$ cat config.mk
export PLATFORM = sky130hd
export DESIGN_NAME = imm_extend_pipe
export DESIGN_NICKNAME = d
export VERILOG_FILES = /design/src/rtl/imm_extend_pipe.sv
export SDC_FILE = /design/constraint.sdc
export NUM_CORES = 1
export LEC_CHECK = 0
export ABC_AREA = 1
export CORE_MARGIN = 2
export CORE_UTILIZATION = 57
export CTS_CLUSTER_DIAMETER = 200
export DETAILED_ROUTE_END_ITERATION = 6
export HOLD_SLACK_MARGIN = 0.12
export PLACE_DENSITY = 0.85
export SYNTH_ARGS = -nofsm -noshare
export SYNTH_HDL_FRONTEND = slang
export SYNTH_SLANG_ARGS = --single-unit
$ cat constraint.sdc
create_clock -name clk -period 2.8 [get_ports clk]
set_clock_uncertainty 0.1 [all_clocks]
set_input_delay 0.42 -clock clk [delete_from_list [all_inputs] [get_ports clk]]
set_output_delay 0.42 -clock clk [all_outputs]
set_load 0.01 [all_outputs]
$ cat src/rtl/imm_extend_pipe.sv
// imm_extend_pipe
// Registered, mode-selectable immediate extender for the decode/execute
// boundary. An IN_W-bit immediate is extended to OUT_W bits combinationally
// at the input, then held in a 2-entry skid buffer. This lets the stage
// absorb an execute stall without dropping or duplicating data, and keeps
// in_ready free of any combinational path from out_ready.
//
// Modes (in_mode):
//   00 sign   : sign-extend
//   01 zero   : zero-extend
//   10 upper  : immediate in the top IN_W bits, zeros below (LUI)
//   11 branch : sign-extend, then shift left by 2
//
// Ports:
//   clk, reset          rising-edge clock, synchronous active-high reset
//   in_valid/in_ready   producer handshake
//   in_imm, in_mode     raw immediate and its extension mode
//   out_valid/out_ready consumer handshake
//   out_data            extended immediate
//   xfer_count          fire counter, 16 bits, wraps (only when
//                       IMM_EXTEND_PIPE_COUNT_EN is defined)
module imm_extend_pipe #(
    parameter int IN_W  = 16,
    parameter int OUT_W = 32
) (
    input  logic             clk,
    input  logic             reset,
    input  logic             in_valid,
    output logic             in_ready,
    input  logic [IN_W-1:0]  in_imm,
    input  logic [1:0]       in_mode,
    output logic             out_valid,
    input  logic             out_ready,
    output logic [OUT_W-1:0] out_data
`ifdef IMM_EXTEND_PIPE_COUNT_EN
    ,
    output logic [15:0]      xfer_count
`endif
);

    localparam int S = OUT_W - IN_W;

    localparam logic [1:0] ST_EMPTY = 2'd0;
    localparam logic [1:0] ST_ONE   = 2'd1;
    localparam logic [1:0] ST_TWO   = 2'd2;

    logic [1:0]       state_q, state_d;
    logic [OUT_W-1:0] out_q, out_d;
    logic [OUT_W-1:0] skid_q, skid_d;
    logic [OUT_W-1:0] sext, zext, ext;
    logic             acc, fire;

    assign sext = {{S{in_imm[IN_W-1]}}, in_imm};
    assign zext = {{S{1'b0}}, in_imm};

    // Left shifts on OUT_W-wide values drop whatever is pushed past the MSB,
    // which is exactly the truncation the upper and branch modes need.
    always_comb begin
        ext = sext;
        case (in_mode)
            2'b00:   ext = sext;
            2'b01:   ext = zext;
            2'b10:   ext = zext << S;
            default: ext = sext << 2;
        endcase
    end

    // Handshake outputs come from registered state only (plus reset gating).
    assign in_ready  = !reset && (state_q != ST_TWO);
    assign out_valid = !reset && (state_q != ST_EMPTY);
    assign out_data  = out_q;

    assign acc  = in_valid && in_ready;
    assign fire = out_valid && out_ready;

    always_comb begin
        state_d = state_q;
        out_d   = out_q;
        skid_d  = skid_q;
        case (state_q)
            ST_EMPTY: begin
                if (acc) begin
                    state_d = ST_ONE;
                    out_d   = ext;
                end
            end
            ST_ONE: begin
                if (acc && fire) begin
                    out_d = ext;
                end else if (acc) begin
                    // Consumer stalled: park the new entry behind out_q.
                    state_d = ST_TWO;
                    skid_d  = ext;
                end else if (fire) begin
                    state_d = ST_EMPTY;
                end
            end
            ST_TWO: begin
                if (fire) begin
                    state_d = ST_ONE;
                    out_d   = skid_q;
                end
            end
            default: state_d = ST_EMPTY;
        endcase
    end

    always_ff @(posedge clk) begin
        if (reset) begin
            state_q <= ST_EMPTY;
            out_q   <= '0;
            skid_q  <= '0;
        end else begin
            state_q <= state_d;
            out_q   <= out_d;
            skid_q  <= skid_d;
        end
    end

`ifdef IMM_EXTEND_PIPE_COUNT_EN
    logic [15:0] cnt_q;

    always_ff @(posedge clk) begin
        if (reset) begin
            cnt_q <= '0;
        end else if (fire) begin
            cnt_q <= cnt_q + 16'd1;
        end
    end

    assign xfer_count = cnt_q;
`endif

endmodule

**Word level (Yosys, flattened, before mapping)**

Index checks and enable logic that the tools add are counted.

- Word-level logic and storage cells: 38
- Output and inout bits: 34
- Register bits after elaboration: 66
- Bits of input ports: 22

- Reductions and logical operators: 13
- Equality and inequality tests: 10
- Bitwise operators: 1
- Mux-type cells: 11

Operators by type and width:

| kind | count |
|---|---|
| 32-bit one-hot mux with 3 select lines | 2 |
| 32-bit two-way mux | 3 |
| 2-bit two-way mux | 5 |
| 2-bit inequality test (second input constant) | 5 |
| 4-bit AND reduction | 2 |
| 2-bit one-hot mux with 3 select lines | 1 |
| 1-bit logical AND | 5 |
| 2-bit by 1-bit equality test with 1-bit output (second input constant) | 2 |
| 2-bit equality test (second input constant) | 2 |
| 2-bit zero test | 2 |
| 3-bit inequality test (second input constant) | 1 |
| 3-bit AND reduction | 1 |
| 3-bit nonzero test | 1 |
| 2-bit nonzero test | 1 |
| 1-bit zero test | 1 |
| 1-bit inverter | 1 |

**Longest topological paths before layout**

Gate-level depths: netlist of run 1.

- Depth after elaboration: 7
- Gate-level depth with buffers: 11
- Mapped depth without buffers: 10

**Worst setup path after synthesis of run 1**

Ideal clock, no wire load.

- Path type: input to register
- From: input reset
- To: register out_q[20], in the netlist out_data[20]
- Buffers on the path: 2
- Path slack: 1.189 ns
- Library setup time: 0.113 ns
- Data required time: 2.587 ns
- Stages: 8
- Arrival time: 1.398 ns
- Cell sequence: inv_2 > buf_6 > nand4_1 > o21ai_4 > nand2_2 > buf_2 > nor2_1 > nor2_1

- Word-level cells in the longest chain between the ends: 6
- Elaborated cells on any way between the ends: 10
- Classes of those cells: eq/ne: 3; reduce/logical: 7

Ends and longest elaborated chain:

| item | line | RTL |
|---|---|---|
| start: declaration | 27 | `input logic reset,` |
| 1-bit zero test | 69, 70 |  |
| 1-bit logical AND, on equally long branches | 69, 70 |  |
| 1-bit logical AND, on equally long branches | 73, 74 |  |
| 1-bit logical AND | 88 | `if (acc && fire) begin` |
| 2-bit inequality test (no line) | n/a |  |
| 4-bit AND reduction (no line) | n/a |  |
| end signal: assignment | 115 | `out_q <= out_d;` |
| end: declaration | 48 | `logic [OUT_W-1:0] out_q, out_d;` |

Parallel ways exist; a longest one is shown, timed or not.
A chain may end at the register's enable or synchronous reset.

**Worst setup path in the final report of run 1**

- From: input reset
- To: output in_ready

- Word-level cells in the longest chain between the ends: 2

Ends and longest elaborated chain:

| item | line | RTL |
|---|---|---|
| 1-bit zero test | 69 | `assign in_ready = !reset && (state_q != ST_TWO);` |
| 1-bit logical AND | 69 |  |
| end: declaration | 29 | `output logic in_ready,` |

No other way between the ends.

==> results of run 1 <==
worst paths after layout:
| check | start | to | slack [ns] | cells past startpoint |
|---|---|---|---|---|
| setup / recovery | reset | in_ready | 0.57 | 3 |
| setup reg to reg | state_q[0]$_SDFFE_PP0P_ | out_data[19]$_SDFFE_PP0P_ | 0.63 | 10 |
| hold reg to reg | skid_q[1]$_SDFFE_PP0P_ | skid_q[1]$_SDFFE_PP0P_ | 0.37 | 2 |
| hold / removal | skid_q[1]$_SDFFE_PP0P_ | skid_q[1]$_SDFFE_PP0P_ | 0.37 | 2 |
logic make-up (layout without fill, tap and decap cells):
family	after synthesis	after routing	share of synthesized area, %
flip-flops	66	66	40.87
buffers and inverters	68	116	8.978
AO/OA/AOI/OAI	82	82	14.24
AND/OR/NAND/NOR	292	292	35.91
metal layers:
| layer | wire [um] | vias to the layer above |
|---|---|---|
| met1 | 3667 | 1466 |
| met2 | 3736 | 133 |
| met5 | 0 | - |
| li1 | - | 1664 |
| met4 | 216 | 0 |
| met3 | 562 | 22 |
final cells by class:
| cell class | instances | area, sq um |
|---|---|---|
| Multi-Input combinational cell | 374 | 1622 |
| Fill cell | 435 | 1505 |
| Inverter | 39 | 146.4 |
| Tap cell | 72 | 90.09 |
| Clock inverter | 2 | 60.06 |
| Timing Repair Buffer | 62 | 603.1 |
| Clock buffer | 13 | 158.9 |
| Sequential cell | 66 | 1321 |
registers in the layout (all words and copies together) (netlist names):
name	count
out_data	32
skid_q	32
state_q	2
cell usage in the layout, fill, tap and decap left out, drive strengths merged, types with 7 or more instances in the layout:
| cell | synthesis | routed |
|---|---|---|
| nor2 | 131 | 131 |
| nand3 | 25 | 25 |
| clkdlybuf4s50 | 0 | 55 |
| clkbuf | 15 | 13 |
| inv | 39 | 39 |
| o21ai | 60 | 60 |
| a21boi | 14 | 14 |
| nand2 | 134 | 134 |
| buf | 14 | 7 |
| dfxtp | 66 | 66 |
worst register-to-register path: cells and delay by family, from the launching register on:
family	cells	cell delay [ns]
flip-flops	1	0.42
buffers and inverters	3	0.48
AND/OR/NAND/NOR	7	1.05
per-stage QoR:
stage,util (%),cells
5_1_grt,72.67,628
6_report,72.67,628
2_1_floorplan,-,508
3_3_place_gp,68.69,613
3_5_place_dp,68.69,613
4_1_cts,72.67,628
report_power, final:
| part | leakage [nW] | internal (mW) | switching [mW] |
|---|---|---|---|
| clock | 0.110 | 0.546 | 0.348 |
| combinational | 1.22 | 0.334 | 0.424 |
| sequential | 0.540 | 1.06 | 0.0632 |
==> metrics.txt, run 1 <==
ratio of cells with drive above 1 in the final layout 5.935%; Yosys reg bits 66; drt pass-1 iters 5; # diodes 0; grt peak-use layer met2; setup tns final 0 ns; Commonest cells post-synth nand2_1, nor2_1, dfxtp_1; kind of critical path input port to output port; grt ovf 0; status finished clean; worst path arrival time 1.71 ns; area of the core 5507 sq um; crit-path leading delay family buffers and inverters; Final setup viols 0; final wirelength ~8200 um; fin area 4001 sq um; synthesized area between 3000 and 4000 sq um; routed via count 3285; Synth area leaders dfxtp_1, nand2_1, nor2_1; DP Worst Slack 0.3285 ns; sequential element share of the synthesized area 40.87%; Starting DRT DRC Count 318; I/O pin cnt 56; Slew HR between 60% and 70%; count of cell types in the netlist 24; Chip Height 79.32 um; maxcap violations 0; crit share post-route between 70% and 80%; Worst-path clk slew 0.07 ns; wire per inst 13.03 um; initial antenna violation count 0; Slew @ Worst Pin 0.5701 ns; min Tclk post-route 2.231 ns; worst endpoint required time 2.28 ns; Lkg Pwr 1.872 nW; Final ANT Viol Nets 0; syn_nets 530; CTS tree yes; IO Port Bufs 55; FP Rows 27; Setup Fix Bufs, Post-CTS 0; count leader, synth nand2_1; largest net degree at the start of global routing 63; Tightest Hold Check Type flop to flop; Root Driver clkbuf_8; CP Max Fanout 7; Initial Util 58.71%; Final Slew Violations 0; critical path buffer and inverter count 2; Hold Fails Final Rpt 0; Clk Latency, worst-skew pair 0.34 ns; CTS Buf Count 9; Mapped Avg Cell Area 6.364 sq um; Critical Path Sink Type output port; unrepaired setup endpoints after global routing no; total power 2.778 mW; met3 Use GR under 10%; nets roughly 570; dpl hpwl 5287 um; GRT Util Overall 27.27%; cell count after synthesis 508; Worst setup SP type input port; Placed Area 3782 sq um; max frequency roughly 0.45 GHz; GR met2 Demand/Resource 40.76%; Crit-path slowest cell clkdlybuf4s50_1; CP Cell Sequence clkdlybuf4s50_1 -> nor2_1 -> clkdlybuf4s50_1; Post-CTS Hold Buffers 0; gpl congestion ~0.80; worst hold slack 0.3691 ns; DRC violations left 0; post-synth top area share 40.87%; cell mode on critical path clkdlybuf4s50_1; maximum vdd drop 0.0003530 V; clk buf depth 2; H-tree Lvls 3; post-synth top area cell dfxtp_1; Die ar. 6291 sq um; area grow syn2layout 23.76%; Post-synth EDFFs 0; Post-synth ARST share 0%; met1 usage 36.05%; Max stage delay on crit path 0.57 ns; CTS sink cnt 66; Avg Vias per Cell 5.231; Warnings, synthesis 0; # resized after CTS 0; vias in the first global route around 3000; pwr dens a little under 700 nW/um^2; Final WS setup 0.5688 ns; first-pass GRT wire length 13590 um; Die Wd 79.32 um; Most used DFF post-synth dfxtp_1
(Power assumes the default switching activity.)
==> run 2: changes to the inputs <==
--- a/config.mk
+++ b/config.mk
@@ -7,11 +7,11 @@
 export LEC_CHECK = 0
 export ABC_AREA = 1
 export CORE_MARGIN = 2
-export CORE_UTILIZATION = 57
+export CORE_UTILIZATION = 48
 export CTS_CLUSTER_DIAMETER = 200
 export DETAILED_ROUTE_END_ITERATION = 6
 export HOLD_SLACK_MARGIN = 0.12
-export PLACE_DENSITY = 0.85
+export PLACE_DENSITY = 0.76
 export SYNTH_ARGS = -nofsm -noshare
 export SYNTH_HDL_FRONTEND = slang
 export SYNTH_SLANG_ARGS = --single-unit
==> constraint.sdc (replaced) <==
create_clock -name clk -period 1.9 [get_ports clk]
set_clock_uncertainty 0.1 [all_clocks]
set_input_delay 0.285 -clock clk [delete_from_list [all_inputs] [get_ports clk]]
set_output_delay 0.285 -clock clk [all_outputs]
set_load 0.01 [all_outputs]
==> run 2 against run 1 <==
Sequential power is 47% higher. Critical path type is now flop to output port. Sequential share of layout area is 1.5 points lower. Register-to-register slack worse by 0.35 ns.
==> metrics.txt, run 2 (synthesis results as in run 1) <==
DP Worst Slack -0.05326 ns; vias in the first global route approximately 3000; grt ovf 0; min Tclk post-route roughly 1.7 ns; Worst Hold Launch skid_q[1]$_SDFFE_PP0P_; setup tns final 0 ns; DRC violations left 0; Reg2Reg Setup Slack 0.28 ns; Die ar. 7408 sq um; Reg power frac around 40%; area grow syn2layout 29.64%; area of the core 6422 sq um; Tightest Hold Check Type flop to flop; switching share of power around 30%; Critical Path Sink Type output port; Final Slew Violations 0; final wirelength ~8100 um; fin area 4192 sq um; Fillers 551; Starting DRT DRC Count 333; Worst-path clk slew about 0.07 ns; Avg Vias per Cell about 5.0; maxcap violations 0; Cell Int Power 2.901 mW; clock network power share roughly 31%; IO Port Bufs 55; Clk Latency, worst-skew pair around 0.34 ns; Non-Filler Instances between 600 and 700; most frequent cells in the layout nand2_1, nor2_1, dfxtp_1; kind of critical path flop to output port; # diodes 0; Slew HR 71.58%; FP Rows 29; CTS tree yes; dpl hpwl ~5500 um; CTS sink cnt 66; Comb pwr share 29.4%; Setup Fix Bufs, Post-CTS 0; maximum vdd drop 0.0005188 V; critical path buffer and inverter count 3; Die Wd 86.07 um; Final setup viols 0; wire per inst 12.40 um; Final ANT Viol Nets 0; CTS Buf Count 9; Lkg Pwr ~2 nW; Endpoint, Worst Hold skid_q[1]$_SDFFE_PP0P_; Net Sw Power 1.238 mW; clk buf depth 2; Hold Fails Final Rpt 0; I/O pin cnt between 50 and 60; largest net degree at the start of global routing 44; gpl congestion 0.8640; Final WS setup 0.1806 ns; GRT Util Overall 23.06%; first-pass GRT wire length ~14000 um; CP Cell Sequence inv_2 -> nand2_2 -> inv_2 -> nor2_1 -> dlygate4sd2_1; crit-path leading delay family buffers and inverters; Reg-to-Reg End out_data[25]$_SDFFE_PP0P_; reg2reg path depth 11; nets 592; ratio of cells with drive above 1 in the final layout 9.075%; worst path arrival time 1.33 ns; Max stage delay on crit path 0.37 ns; initial antenna violation count 0; H-tree Lvls 3; crit share post-route between 90% and 100%; total power between 4 and 5 mW; Slew @ Worst Pin roughly 0.42 ns; commonest non-fill, non-tap cell in the layout nand2_1; Initial Util 50.34%; CP Max Fanout 4; Hold Path Depth 2; Chip Height 86.07 um; Crit-path slowest cell dfxtp_2; placed insts 636; Root Driver clkbuf_8; Placed Area approximately 4000 sq um; status finished clean; drt pass-1 iters 4; unrepaired setup endpoints after global routing no; Worst setup SP type flop; Reg2Reg Launch Point state_q[0]$_SDFFE_PP0P_; cell mode on critical path inv_2; routed via count 3276; max frequency 0.5816 GHz; pwr dens 987.6 nW/um^2; worst endpoint required time 1.51 ns
-- run 2: cell types whose count changed in the layout (fill, tap and decap cells not counted) --
cell,change
buf_12,+5
buf_4,+13
clkbuf_1,-1
clkbuf_8,-1
clkdlybuf4s50_1,-2
clkinv_2,+1
dfxtp_1,-1
dfxtp_2,+1
dlygate4sd2_1,+2
-- run 2: metrics by stage --
| stage | util [%] | hold slack [ns] |
|---|---|---|
| 3_5_place_dp | 62.07 | 0.3605 |
| 2_1_floorplan | - | 0.2541 |
| 6_report | 65.26 | 0.3700 |
| 3_3_place_gp | 62.07 | 0.3550 |
| 4_1_cts | 65.26 | 0.3698 |
| 5_1_grt | 65.26 | 0.4005 |
-- run 2: power by group through the flow --
stage	clock network (mW)	registers, mW	logic [mW]
detailed placement	0	1.68	1.21
global placement	0	1.68	1.20
global route	1.35	1.67	1.36
floorplan	0	1.74	0.616
CTS	1.30	1.65	1.22
finish	1.27	1.65	1.22
-- run 2: how the worst max path moves through the flow --
stage | startpoint | end | slack, ns | cells after the start
after detailed placement | reset | in_ready | -0.05 | 4
final | state_q[0]$_SDFFE_PP0P_ | in_ready | 0.18 | 5
after CTS | state_q[0]$_SDFFE_PP0P_ | in_ready | 0.17 | 5
after global routing | state_q[0]$_SDFFE_PP0P_ | in_ready | 0.11 | 5
after global placement | reset | in_ready | -0.06 | 4
after floorplan | state_q[0]$_SDFFE_PP0P_ | out_data[20]$_SDFFE_PP0P_ | 0.33 | 10
-- run 2: repair_timing --
item                       4_1_cts  5_1_grt
gates resized for setup          3        0
hold buffers                     0        0
setup endpoints to repair        2        0
-- run 2: metal layers --
metal	vias to the layer above	routed length (um)	GRT usage, %	share of wire (%)
met1	1446	3710	30.75	46
met2	113	3621	35.10	45
li1	1702	-	-	-
met5	-	0	0	0
met3	15	560	6.064	6.9
met4	0	167	10.10	2.1
-- run 2: area by class of cell --
| class | count | area [sq um] | area share (%) |
|---|---|---|---|
| multi-input combinational | 374 | 1622 | 38.69 |
| sequential | 66 | 1323 | 31.55 |
| timing repair buffer | 80 | 798.3 | 19.04 |
| inverter | 39 | 146.4 | 3.493 |
| clock buffer | 11 | 141.4 | 3.373 |
| tap | 77 | 96.34 | 2.299 |
| clock inverter | 3 | 65.06 | 1.552 |
-- run 2: worst min-delay path: stages (launching register included) --
cell     delay [ns]
dfxtp_1        0.31
nand2_1        0.06
a21oi_1        0.06
==> run 3: changes to the inputs <==
--- a/config.mk
+++ b/config.mk
@@ -6,12 +6,14 @@
 export NUM_CORES = 1
 export LEC_CHECK = 0
 export ABC_AREA = 1
+export CORE_ASPECT_RATIO = 2
 export CORE_MARGIN = 2
 export CORE_UTILIZATION = 48
 export CTS_CLUSTER_DIAMETER = 200
 export DETAILED_ROUTE_END_ITERATION = 6
 export HOLD_SLACK_MARGIN = 0.12
 export PLACE_DENSITY = 0.76
+export SLEW_MARGIN = 20
 export SYNTH_ARGS = -nofsm -noshare
 export SYNTH_HDL_FRONTEND = slang
 export SYNTH_SLANG_ARGS = --single-unit
==> run 3 against run 2 <==
Maximum frequency up 1.4%. Sequential power about the same. Largest cell class unchanged. Non-clock buffer count up 8. Combinational power about the same. Routed wire length up 8.2%. Critical path depth up 6. Worst setup slack better by 0.024 ns. Critical endpoint is now out_data[17]$_SDFFE_PP0P_. Global-route usage up 2.6 points. Cell count up 3.2%. Flip-flop and latch count unchanged.
==> metrics.txt, run 3 (synthesis results as in run 1) <==
status finished clean; reg2reg path depth 10; drt pass-1 iters 5; fin area 4368 sq um; crit share post-route 89.23%; Worst setup SP type input port; Hold Fails Final Rpt 0; Slew @ Worst Pin 0.4432 ns; dpl hpwl 6301 um; kind of critical path input port to flop; Worst-path clk slew 0.05 ns; Endpoint, Worst Hold skid_q[1]$_SDFFE_PP0P_; switching share of power 29.24%; maxcap violations 0; vias in the first global route about 3000; DRC violations left 0; Reg2Reg Setup Slack about 0.24 ns; Reg2Reg Launch Point state_q[1]$_SDFFE_PP0P_; final wirelength 8724 um; Slew HR between 70 and 80%; FP Rows 42; Die Wd about 62 um; area grow syn2layout 35.10%; Root Driver clkbuf_16; Tightest Hold Check Type flop to flop; Placed Area 4048 sq um; ratio of cells with drive above 1 in the final layout 10.81%; most frequent cells in the layout nand2_1, nor2_1, dfxtp_1; I/O pin cnt 56; Net Sw Power 1.358 mW; Lkg Pwr 2.065 nW; routed via count approximately 3300; Final setup viols 0; Final WS setup 0.2046 ns; CTS tree yes; initial antenna violation count 0; # diodes 0; unrepaired setup endpoints after global routing no; IO Port Bufs between 50 and 60; Worst Hold Launch skid_q[1]$_SDFFE_PP0P_; DP Worst Slack -0.1650 ns; Clk Latency, worst-skew pair approximately 0.33 ns; setup tns final 0 ns; Post-CTS Hold Buffers 0; CP Max Fanout 14; clk buf depth 2; Reg-to-Reg End out_data[16]$_SDFFE_PP0P_; Die ar. 7448 sq um; CTS Buf Count 9; largest net degree at the start of global routing 37; grt ovf 0; worst endpoint required time 2.03 ns; first-pass GRT wire length approximately 14000 um; worst path arrival time 1.83 ns; GRT Util Overall between 20% and 30%; clock network power share a little under two fifths; Reg power frac 35.8%; Setup Fix Bufs, Post-CTS 0; Comb pwr share 26.1%; Hold Path Depth 2; commonest non-fill, non-tap cell in the layout nand2_1; Final ANT Viol Nets 0; area of the core about 6600 sq um; maximum vdd drop approximately 0.00057 V; wire per inst around 13 um; Starting DRT DRC Count 144; Critical Path Sink Type flop; pwr dens about 1100 nW/um^2; Chip Height 120.1 um; H-tree Lvls 3; gpl congestion 0.9258; CTS sink cnt 66; Cell Int Power 3.285 mW; max frequency 0.5898 GHz; Final Slew Violations 0; min Tclk post-route 1.695 ns; nets 600; Initial Util 49.22%; Fillers 572; Avg Vias per Cell 4.984
==> run 3: cell count changes in the layout (fill, tap and decap cells not counted), sizes merged <==
cell,previous run,this run
clkinv,1,3
clkbuf,11,9
clkinvlp,0,2
buf,25,33
==> run 3: power groups by stage <==
| stage | logic, mW | clock network (mW) | registers [mW] |
|---|---|---|---|
| 2_1_floorplan | 0.616 | 0 | 1.74 |
| 3_3_place_gp | 1.20 | 0 | 1.68 |
| 3_5_place_dp | 1.21 | 0 | 1.69 |
| 4_1_cts | 1.22 | 1.79 | 1.66 |
| 5_1_grt | 1.35 | 1.85 | 1.68 |
| 6_report | 1.21 | 1.77 | 1.66 |
==> run 3: cell type report <==
cell class	count	area (sq um)	area share [%]
Timing Repair Buffer	88	845.8	19.36
Multi-Input combinational cell	374	1622	37.12
Sequential cell	66	1323	30.28
Clock inverter	7	93.84	2.148
Tap cell	88	110.1	2.521
Clock buffer	9	225.2	5.156
Inverter	39	148.9	3.409
==> run 3: per-layer routing <==
metal,vias up,GRT usage [%],routed length (um)
met2,96,41.41,4532
met5,-,0,0
met4,0,16.76,524
li1,1718,-,-
met3,24,5.927,412
met1,1506,28.16,3255
==> run 3: worst max-delay path by stage <==
stage,startpoint,to,slack [ns],cells past startpoint
finish,in_mode[1],out_data[17]$_SDFFE_PP0P_,0.20,11
global route,in_mode[1],out_data[17]$_SDFFE_PP0P_,0.04,11
CTS,in_mode[1],out_data[17]$_SDFFE_PP0P_,0.14,11
detailed placement,in_mode[1],out_data[17]$_SDFFE_PP0P_,-0.17,11
global placement,in_mode[1],out_data[17]$_SDFFE_PP0P_,-0.12,11
floorplan,state_q[0]$_SDFFE_PP0P_,out_data[20]$_SDFFE_PP0P_,0.33,10
==> run 3: worst max-delay path, stage by stage <==
cell and delay (ns):
clkdlybuf4s50_1 0.44, buf_4 0.17, inv_4 0.11, nand2_1 0.08, nand3_1 0.13, buf_4 0.13
o21ai_0 0.17, nand2_1 0.12, nand2_1 0.06, nor2_1 0.08, nor2_1 0.05
==> run 3: stage by stage <==
stage / total power [mW] / utilization [%] / hold slack [ns] / cells
6_report: 4.643 / 66.50 / 0.3732 / 671
5_1_grt: 4.882 / 66.50 / 0.4065 / 671
4_1_cts: 4.675 / 66.46 / 0.3718 / 671
3_5_place_dp: 2.904 / 61.62 / 0.3634 / 655
3_3_place_gp: 2.881 / 61.62 / 0.3518 / 655
2_1_floorplan: 2.355 / - / 0.2541 / 508
==> run 3: repair_timing <==
item | CTS | global route
hold endpoints to repair | 0 | 0
resized for setup | 3 | 1
setup endpoints to repair | 2 | 5
==> patch: new RTL, config.mk and constraints of run 1 <==
The parameter `OUT_W` goes from 32 to 16.
--- a/src/rtl/imm_extend_pipe.sv
+++ b/src/rtl/imm_extend_pipe.sv
@@ -22,5 +22,5 @@
 module imm_extend_pipe #(
     parameter int IN_W  = 16,
-    parameter int OUT_W = 32
+    parameter int OUT_W = 16
 ) (
     input  logic             clk,
Interface: changed (resized out_data); port bits go from 56 to 40. No check against the original RTL was run, so the function may have changed too.
==> patch against run 1 <==
- sequential cell count down 32
- hold slack better by 7.7 ps
- sequential power down 51%
- power down 59%
- setup slack worse by 110 ps
- synthesized area down 45%
- count of clock-buffer cells in the layout down 7
- cell area down 44%
- wire length down 53%
- critical path type unchanged
==> patch: results (changes against run 1) <==
Post-Place Cell Area - 2170 um^2 (-43%)
ant diodes - 0 (unchanged)
TritonCTS buffer count - 5 (-4)
LEAKAGE - 0.000916 uW (-51%)
Worst-path clk slew - 100 ps (+30 ps)
H-tree depth - 2 (-1)
Synth Area in Compound Gates - 0.170 (+0.0272)
fin nets - 323 (-44%)
met3 Use GR - 0.0693 (+0.00904)
Iteration-0 DRC Markers - 80 (-75%)
clock root buffer - clkbuf_4
top post-synthesis cells by count - 78 x nand2_1, 39 x nor2_1, 34 x dfxtp_1
sequential share of the synthesized area - 0.383 (-0.0258)
gp weighted congestion - 0.846 (+5.8%)
Slew @ Worst Pin - 481 ps (-89.4 ps)
first-pass GRT wire length - 6130 um (-55%)
vias in the first global route - 1,418 (-53%)
met1 Use GR - 0.287 (-0.0730)
count of cell types in the netlist - 23 (-4.2%)
Post-Syn Nets - 287 (-46%)
share of cells above drive strength 1 - 0.0927 (+0.0334)
Detailed Place HPWL - 2910 um (-45%)
port buffer count - 39 (-29%)
met2 global-route usage - 0.371 (-0.0365)
Adder-Cell Fraction of Synth Area - 0 (unchanged)
gr usage total - 0.227 (-0.0454)
status - complete, no violations
peak supply drop - 0.285 mV (-19%)
crit-path max FO - 13 (+6)
first drt pass iteration count - 4 (-1)
worst path arrival time - 1820 ps (+110 ps)
P_sw - 361 uW (-57%)
vias - 1,766 (-46%)
==> patch: cell types whose count changed in the layout (fill, tap and decap cells not counted), sizes merged, moves of 2 or more <==
| cell | before | now |
|---|---|---|
| nor2 | 131 | 43 |
| inv | 39 | 5 |
| nand3 | 25 | 33 |
| nand2 | 134 | 82 |
| dfxtp | 66 | 34 |
| clkdlybuf4s50 | 55 | 39 |
| bufinv | 2 | 0 |
| a21oi | 6 | 20 |
| clkbuf | 13 | 6 |
| o21ai | 60 | 17 |
==> patch: cells by family after synthesis <==
kind of cell | count (synthesis)
buffers and inverters | 21
AOI/OAI and AO/OA | 51
DFF | 34
and+or+nand+nor | 159
==> patch: final timing paths <==
path	from	to	slack, ps	cells after the start
setup / recovery	reset	out_valid	460	3
hold / removal	skid_q[14]$_SDFFE_PP0P_	skid_q[14]$_SDFFE_PP0P_	380	2
setup reg to reg	state_q[0]$_SDFFE_PP0P_	out_data[9]$_SDFFE_PP0P_	940	7
hold reg to reg	skid_q[14]$_SDFFE_PP0P_	skid_q[14]$_SDFFE_PP0P_	380	2
==> patch: worst max-delay path, stage by stage <==
cell and delay [ps]:
clkdlybuf4s50_1 650, nor2_1 200, clkdlybuf4s50_1 550
==> patch: routing by layer <==
layer	share of wire	routed length (um)	vias to the layer above
li1	-	-	940
met1	0.47	1820	770
met2	0.47	1820	52
met3	0.045	175	4
met4	0.010	40	0
met5	0	0	-
==> patch: metrics by stage <==
stage	power, uW	setup WS, ps	hold WS (ps)	util	std cells
2_1_floorplan	743	1190	350	-	265
3_3_place_gp	865	427	357	0.723	327
3_5_place_dp	872	351	363	0.723	327
4_1_cts	1160	443	377	0.744	335
5_1_grt	1220	356	395	0.744	335
6_report	1150	456	377	0.744	335
==> patch: cell type report <==
type | count | area [um^2]
tap | 33 | 41.3
clock buffer | 6 | 51.3
multi-input combinational | 210 | 995
sequential | 34 | 681
inverter | 5 | 18.8
clock inverter | 2 | 12.5
fill | 273 | 768
timing repair buffer | 45 | 435
==> patch: power by group through the flow <==
| stage | clock network (uW) | registers (uW) | logic (uW) |
|---|---|---|---|
| global route | 315 | 548 | 355 |
| finish | 292 | 544 | 317 |
| floorplan | 0 | 570 | 173 |
| detailed placement | 0 | 556 | 317 |
| CTS | 299 | 544 | 318 |
| global placement | 0 | 554 | 311 |
